## src/rtl/bos_pkt_tx.sv

```systemverilog
// bos_pkt_tx: upstream packet framer for the bos UART link.
//
// Picks one channel at a time by round robin, among the channels whose
// buffered byte count is non-zero. It then emits one frame:
//   PREFIX, BASE_ADDR+sel, HOST_ADDR, len, then len payload bytes.
// The length is frozen when the channel is picked. Payload bytes pass
// straight from the selected channel to the UART TX port, with no buffering.
//
// Ports
//   fpga_clk_48  system clock, rising edge
//   n_rst        asynchronous active-low reset
//   ch_data      payload byte per channel, channel i at [i*8+:8]
//   ch_valid     per-channel byte valid
//   ch_ready     per-channel byte accepted (only the selected channel, in payload)
//   ch_count     per-channel buffered byte count, sampled only while idle
//   tx_data      byte to UART TX
//   tx_valid     tx_data valid
//   tx_ready     UART TX can accept a byte
//   dbg_state    FSM state encoding
//   dbg_sel      selected channel
//   dbg_cnt      payload bytes remaining in the current frame
module bos_pkt_tx #(
    parameter int         N_CH      = 5,
    parameter logic [7:0] PREFIX    = 8'hDD,
    parameter logic [7:0] BASE_ADDR = 8'h01,
    parameter logic [7:0] HOST_ADDR = 8'h00
) (
    input  logic              fpga_clk_48,
    input  logic              n_rst,
    input  logic [N_CH*8-1:0] ch_data,
    input  logic [N_CH-1:0]   ch_valid,
    output logic [N_CH-1:0]   ch_ready,
    input  logic [N_CH*8-1:0] ch_count,
    output logic [7:0]        tx_data,
    output logic              tx_valid,
    input  logic              tx_ready,
    output logic [2:0]        dbg_state,
    output logic [2:0]        dbg_sel,
    output logic [7:0]        dbg_cnt
);

    typedef enum logic [2:0] {
        S_IDLE    = 3'd0,
        S_PREFIX  = 3'd1,
        S_SRC     = 3'd2,
        S_DST     = 3'd3,
        S_LEN     = 3'd4,
        S_PAYLOAD = 3'd5
    } state_t;

    state_t     state, state_n;
    logic [2:0] rr, rr_n;
    logic [2:0] sel, sel_n;
    logic [7:0] len, len_n;
    logic [7:0] cnt, cnt_n;

    logic       win;
    logic [2:0] win_idx;
    int         idx;

    // Round-robin search: the first non-empty channel, starting at rr, wins.
    always_comb begin
        win     = 1'b0;
        win_idx = '0;
        idx     = 0;
        for (int k = 0; k < N_CH; k++) begin
            idx = (int'(rr) + k) % N_CH;
            if (!win && ch_count[idx*8 +: 8] != 8'd0) begin
                win     = 1'b1;
                win_idx = 3'(idx);
            end
        end
    end

    always_ff @(posedge fpga_clk_48 or negedge n_rst) begin
        if (!n_rst) begin
            state <= S_IDLE;
            rr    <= '0;
            sel   <= '0;
            len   <= '0;
            cnt   <= '0;
        end else begin
            state <= state_n;
            rr    <= rr_n;
            sel   <= sel_n;
            len   <= len_n;
            cnt   <= cnt_n;
        end
    end

    // Header bytes depend only on state and latched registers. The payload
    // path is a pure combinational pass-through of the selected channel.
    always_comb begin
        state_n  = state;
        rr_n     = rr;
        sel_n    = sel;
        len_n    = len;
        cnt_n    = cnt;
        tx_data  = 8'h00;
        tx_valid = 1'b0;
        ch_ready = '0;
        case (state)
            S_IDLE: begin
                if (win) begin
                    sel_n   = win_idx;
                    len_n   = ch_count[int'(win_idx)*8 +: 8];
                    cnt_n   = ch_count[int'(win_idx)*8 +: 8];
                    state_n = S_PREFIX;
                end
            end
            S_PREFIX: begin
                tx_valid = 1'b1;
                tx_data  = PREFIX;
                if (tx_ready) state_n = S_SRC;
            end
            S_SRC: begin
                tx_valid = 1'b1;
                tx_data  = BASE_ADDR + {5'd0, sel};
                if (tx_ready) state_n = S_DST;
            end
            S_DST: begin
                tx_valid = 1'b1;
                tx_data  = HOST_ADDR;
                if (tx_ready) state_n = S_LEN;
            end
            S_LEN: begin
                tx_valid = 1'b1;
                tx_data  = len;
                if (tx_ready) state_n = S_PAYLOAD;
            end
            S_PAYLOAD: begin
                tx_data       = ch_data[int'(sel)*8 +: 8];
                tx_valid      = ch_valid[sel];
                ch_ready[sel] = tx_ready;
                if (ch_valid[sel] && tx_ready) begin
                    cnt_n = cnt - 8'd1;
                    if (cnt == 8'd1) begin
                        state_n = S_IDLE;
                        rr_n    = (sel == 3'(N_CH - 1)) ? 3'd0 : sel + 3'd1;
                    end
                end
            end
            default: state_n = S_IDLE;
        endcase
    end

    assign dbg_state = state;
    assign dbg_sel   = sel;
    assign dbg_cnt   = cnt;

endmodule

```

## config.mk

```make
export PLATFORM = sky130hd
export DESIGN_NAME = bos_pkt_tx
export DESIGN_NICKNAME = d
export VERILOG_FILES = /design/src/rtl/bos_pkt_tx.sv
export SDC_FILE = /design/constraint.sdc
export NUM_CORES = 1
export LEC_CHECK = 0
export CAP_MARGIN = 0
export CORE_MARGIN = 2
export CORE_UTILIZATION = 29
export DETAILED_ROUTE_END_ITERATION = 12
export DONT_BUFFER_PORTS = 1
export PLACE_DENSITY = 0.48
export SKIP_CTS_REPAIR_TIMING = 1
export SYNTH_ARGS = -nofsm -noshare
export SYNTH_HDL_FRONTEND = slang
export SYNTH_SLANG_ARGS = --single-unit
```

## constraint.sdc

```tcl
create_clock -name fpga_clk_48 -period 5.3 [get_ports fpga_clk_48]
set_input_delay 0.795 -clock fpga_clk_48 [delete_from_list [all_inputs] [get_ports fpga_clk_48]]
set_output_delay 0.795 -clock fpga_clk_48 [all_outputs]
set_load 0.01 [all_outputs]
```

==> results of run 1 <==
area by class of cell:
type | instances | area (µm²) | share of cell area
clock buffers | 3 | 75.1 | 0.0157
flip-flops and latches | 25 | 627 | 0.131
inverters | 26 | 104 | 0.0217
repair buffers | 30 | 238 | 0.0497
multi-input cells | 471 | 3500 | 0.733
well taps | 180 | 225 | 0.0471
clock inverters | 1 | 8.76 | 0.00183
kinds of logic after synthesis:
family                     share of synthesized area
AOI/OAI and AO/OA                              0.321
xor gates and xnor gates                      0.0328
muxes                                          0.120
buffers and inverters                         0.0537
DFF                                            0.149
adders and majority gates                     0.0805
and+or+nand+nor                                0.242
registers in the layout (all words and copies together) (netlist names):
name       cells
dbg_cnt        8
len            8
dbg_sel        3
dbg_state      3
rr             3
cells in the final DEF (no fill, tap or decap), types with 9 or more instances in the layout:
cell type  count
buf_4         29
ha_1          22
mux2i_1       21
a21o_1         9
inv_1         21
nand2_1       49
nor3_1        14
a21oi_1       34
nor2_1        52
a22oi_1       10
o22ai_1       15
nor2b_1       10
nand3_1       16
dfrtp_1       24
xnor2_1        9
o21ai_0       34
routing by layer:
metal  vias to the layer above  GRT usage  share of wire
li1                       2110          -              -
met1                      2135      0.239           0.44
met2                       143      0.313           0.50
met3                        11     0.0275          0.058
met4                         0     0.0251         0.0087
met5                         -          0              0
report_power, final:
| group | leakage [nW] | total (mW) | switching, mW | internal [mW] |
|---|---|---|---|---|
| logic | 1.59 | 0.696 | 0.394 | 0.302 |
| registers | 0.300 | 0.455 | 0.186 | 0.269 |
| clock network | 0.0415 | 0.176 | 0.0714 | 0.104 |
| total | 1.93 | 1.33 | 0.651 | 0.675 |
worst paths after layout:
| kind | to |
|---|---|
| worst max-delay path | dbg_cnt[4] |
| worst min-delay path | dbg_cnt[1] |
| worst max register to register | dbg_cnt[4] |
| worst min register to register | len[1] |
| max in group asynchronous | rr[2] |
| min in group fpga_clk_48 | len[1] |
stage by stage:
step	setup TNS, ps	total power, mW
finish	0	1.33
global route	-97.7	1.44
CTS	-189	1.32
detailed placement	-75.3	1.14
global placement	0	1.13
floorplan	0	0.933
worst max-delay path: cells and delay by family (launching register included):
kind                       cells  cell delay (ps)
and+or+nand+nor                4              490
AOI/OAI and AO/OA              8             1800
xor gates and xnor gates       1              260
muxes                          2              570
DFF                            1              440
adders and majority gates      4              970
buffers and inverters          4              390
==> run_results.csv, run 1 <==
group,metric,value,unit
critical_path,startpoint,"rr[0]",
power,p_per_area,278,mW/mm²
routing,viasPerCell,5.98,
routing,vias,4399,
layout,areaGrowthSynthToFinish,14.0,%
layout,finalInstanceArea,0.00478,mm²
timing,hold_viol_final,0,
logic_synthesis,ys_ff_latch,25,
logic_synthesis,synth_nets,666,
global_route,grt_overflow,0,
cts,cts.sinks,25,
critical_path,rrSetupSlack,240,ps
routing,drc,0,
timing,period_minus_slack,5060,ps
logic_synthesis,ys_warn_count,0,
layout,stdcell_count,736,
timing,max_freq,198,MHz
logic_synthesis,synth.most_common_cell,"nor2_1",
global_route,track_usage,0.179,
hold_path,min-delay-path-class,"in -> async",
placement,dp.cells,722,
critical_path,arrival,5200,ps
global_route,grt_pass1_wl,23300,µm
cts,cts_buffer_depth,2,
global_route,grt_pass1_vias,4312,
cts,clock_latency,270,ps
run,drv_cap,0,
timing,slew_headroom,0.489,
floorplan,ioPinCount,116,
global_route,grt_max_degree,31,
placement,portBuffers,0,
floorplan,die_height,124,µm
global_route,antenna_found_initial,0,
floorplan,dieArea,0.0154,mm²
floorplan,num_rows,43,
timing,setup_viol,0,
power,p_leak,1.93,nW
critical_path,worstPathRequired,5450,ps
timing,fin_ws,242,ps
critical_path,slowest_stage,"dfrtp_1",
floorplan,coreArea,0.0140,mm²
placement,post-dp-hpwl,11600,µm
floorplan,die_w,124,µm
logic_synthesis,syn_inst,551,
placement,place_area,0.00450,mm²
power,ir_worst_vdd,0.287,mV
logic_synthesis,yosysSeqAreaShare,0.149,
timing,final_max_slew_viol_count,0,
critical_path,worstRegToRegCells,23,
critical_path,cp_cell_sequence,"inv_6 -> ha_4 -> inv_1 -> ha_1 -> inv_1 -> ha_1 -> nor3_4 -> nor2_2 -> xnor2_2 -> ha_2 -> nand3b_1 -> o211ai_1 -> a32o_2 -> o21ai_1 -> a21bo_2 -> a21oi_1 -> nor3_2 -> a311o_1 -> mux2i_4 -> buf_12 -> mux2i_1 -> o22ai_1 -> a211o_1",
layout,nFillCells,1516,
routing,route.detailed.wl_per_inst,19.6,µm
run_status,status,"complete, no violations",
critical_path,rr_startpoint,"rr[0]",
logic_synthesis,async_flop_share,1.00,
placement,dp_slack,-45.8,ps
cts,numCtsBuffers,3,
routing,drt-total-wl,14500,µm
critical_path,end_kind,"register",
cts,clk_pin_slew,70,ps
cts,htree_levels,1,
critical_path,crit_type,"reg -> reg",
critical_path,max_stage_delay,440,ps
logic_synthesis,synthTopCellsByCount,"nor2_1 (53), nand2_1 (49), o21ai_0 (36)",
layout,finalNetCount,672,
layout,antenna_cells,0,
logic_synthesis,yosysTopAreaCell,"dfrtp_1",
logic_synthesis,synth_top_area_share,0.149,
critical_path,start_kind,"register",
cts,root_buffer,"clkbuf_16",
logic_synthesis,synth_area,0.00419,mm²
cts,tritoncts,"done",
logic_synthesis,avgSynthCellArea,7.61,µm²
logic_synthesis,ys.flop_type,"dfrtp_1",
logic_synthesis,yosys-top-cells-area,"dfrtp_1 (15%), ha_1 (8.1%), mux2i_1 (6.9%)",
floorplan,initial_core_util,0.300,
logic_synthesis,yosysUniqueCellTypes,85,
layout,drive_above_1_share,0.171,
placement,gp_congestion,0.930,
routing,ant_nets,0,
timing,fin_skew,9.23,ps
timing,hold-worst-slack,216,ps
critical_path,worstPathMaxFanout,13,
timing,fin_crit_sh,0.954,
layout,post-route-util,0.342,
logic_synthesis,synth_edf_count,0,
timing,tightest_slew,766,ps
routing,initialDrtViolationCount,301,
routing,drtPass1Iterations,7,
No activity file was read; power rests on OpenSTA's default activity.
==> inputs of run 2 (changes only) <==
- ABC_AREA: default -> 1
- CORE_ASPECT_RATIO: default -> 1.5
==> run_results.csv, run 2 <==
group,metric,value,unit
run_status,status,"complete, no violations",
logic_synthesis,ys_warn_count,0,
layout,layout_commonest_cell,"nand2_1",
layout,finalNetCount,809,
logic_synthesis,synth.most_common_cell,"nand2_1",
cts,tritoncts,"done",
floorplan,num_rows,55,
layout,stdcell_count,892,
run,drv_cap,0,
timing,hold-worst-slack,216,ps
timing,fin_ws,532,ps
critical_path,crit_type,"reg -> reg",
floorplan,ioPinCount,116,
timing,setup_viol,0,
placement,gp_congestion,0.878,
layout,nFillCells,1645,
timing,final_max_slew_viol_count,0,
logic_synthesis,yosys-top-cells-area,"nand2_1 (15%), dfrtp_1 (14%), ha_1 (7.6%)",
logic_synthesis,yosysTopAreaCell,"nand2_1",
cts,clk_pin_slew,70,ps
power,p_leak,2.19,nW
critical_path,worstRegToRegCells,33,
logic_synthesis,yosysUniqueCellTypes,52,
placement,dp_slack,511,ps
layout,antenna_cells,0,
layout,finalInstanceArea,0.00468,mm²
hold_path,min-delay-path-class,"in -> async",
logic_synthesis,syn_inst,703,
floorplan,die_w,105,µm
critical_path,worstPathMaxFanout,24,
timing,grt_setup_unrepaired,"false",
logic_synthesis,synth_nets,818,
floorplan,dieArea,0.0164,mm²
critical_path,end_kind,"register",
floorplan,die_height,156,µm
critical_path,start_kind,"register",
layout,areaGrowthSynthToFinish,5.03,%
power,ir_worst_vdd,0.153,mV
floorplan,initial_core_util,0.296,
routing,drtPass1Iterations,5,
cts,numCtsBuffers,3,
placement,place_area,0.00460,mm²
timing,fin_crit_sh,0.900,
logic_synthesis,synth_area,0.00446,mm²
cts,htree_levels,1,
placement,portBuffers,0,
routing,route.detailed.wl_per_inst,16.6,µm
logic_synthesis,yosysSeqAreaShare,0.140,
routing,vias,4693,
routing,ant_nets,0,
global_route,grt_max_degree,26,
global_route,antenna_found_initial,0,
logic_synthesis,avgSynthCellArea,6.34,µm²
timing,tightest_slew,935,ps
cts,root_buffer,"clkbuf_16",
critical_path,rr_endpoint,"dbg_cnt[6]",
critical_path,rr_startpoint,"rr[1]",
timing,max_freq,210,MHz
logic_synthesis,async_flop_share,1.00,
cts,clock_latency,270,ps
global_route,grt_overflow,0,
routing,drc,0,
timing,slew_headroom,0.372,
timing,hold_viol_final,0,
cts,cts_buffer_depth,2,
critical_path,arrival,4920,ps
layout,drive_above_1_share,0.166,
layout,final_cell_mix,"nand2_1 (176), inv_1 (78), nor2_1 (71)",
routing,drt-total-wl,14800,µm
timing,fin_skew,5.39,ps
logic_synthesis,ys_ff_latch,25,
routing,viasPerCell,5.26,
global_route,track_usage,0.174,
timing,setup_tns,0,ps
critical_path,timing.critical_path.mode_cell,"nand2_1",
routing,initialDrtViolationCount,357,
critical_path,worstPathRequired,5460,ps
timing,period_minus_slack,4770,ps
global_route,grt_pass1_vias,4422,
placement,dp.cells,888,
critical_path,max_stage_delay,480,ps
placement,post-dp-hpwl,12500,µm
layout,post-route-util,0.311,
logic_synthesis,synth_top_area_share,0.148,
power,p_per_area,270,mW/mm²
logic_synthesis,ys.flop_type,"dfrtp_1",
global_route,grt_pass1_wl,23000,µm
cts,cts.sinks,25,
power,fin_total_pwr,1.26,mW
logic_synthesis,synthTopCellsByCount,"nand2_1 (176), inv_1 (79), nor2_1 (71)",
critical_path,rrSetupSlack,530,ps
logic_synthesis,synth_edf_count,0,
floorplan,coreArea,0.0151,mm²
critical_path,slowest_stage,"dfrtp_2",
## run 2: cell types whose count changed after synthesis, moves of 11 or more
| cell | delta |
|---|---|
| inv_2 | +12 |
| o22ai_1 | -12 |
| nand2_2 | +19 |
| inv_1 | +58 |
| a21oi_1 | -15 |
| nor2_1 | +18 |
| nand3_1 | +40 |
| mux2i_1 | -29 |
| nand2_1 | +127 |
| nand3_2 | +23 |
| nor2b_1 | -11 |
## run 2: how the worst max path moves through the flow
stage                  to  slack [ps]  startpoint  cells past startpoint
2_1_floorplan  dbg_cnt[0]        1240       rr[1]                     34
3_3_place_gp   dbg_cnt[6]         710       rr[1]                     34
3_5_place_dp   dbg_cnt[6]         510       rr[1]                     34
4_1_cts        dbg_cnt[6]         480       rr[1]                     34
5_1_grt        dbg_cnt[6]          40       rr[1]                     34
6_report       dbg_cnt[6]         530       rr[1]                     33
## run 2: cell type report
type                            count  area (µm²)  share of cell area
Clock buffer                        4        78.8              0.0168
Inverter                           97         378              0.0807
Multi-Input combinational cell    564        3330               0.711
Sequential cell                    25         627               0.134
Tap cell                          199         249              0.0532
Timing Repair Buffer                3        22.5             0.00481
## run 2: kinds of logic (layout without fill, tap and decap cells)
family	after synthesis	after routing	share of synthesized area
buffers and inverters	114	104	0.113
AO/OA/AOI/OAI	128	128	0.193
flip-flops	25	25	0.140
AND/OR/NAND/NOR	399	399	0.456
adder cells (fa/ha/maj)	27	27	0.0758
XOR/XNOR	10	10	0.0213
## run 2: worst max-delay path: cells and delay by family (launching register included)
kind / cells / cell delay, ps
simple gates: 20 / 2170
flops: 1 / 480
xor+xnor: 1 / 160
buf+inv: 8 / 960
fa+ha+maj: 4 / 880
## run 2: routing by layer
layer	vias to the layer above	global-route usage	part of all wire
met2	155	0.348	0.54
met5	-	0	0
met1	2192	0.187	0.38
li1	2323	-	-
met4	0	0.0495	0.026
met3	23	0.0230	0.050
## run 2: report_power, final
part           switching [mW]  internal, mW
Clock                  0.0709         0.103
Sequential              0.120         0.266
Combinational           0.479         0.223
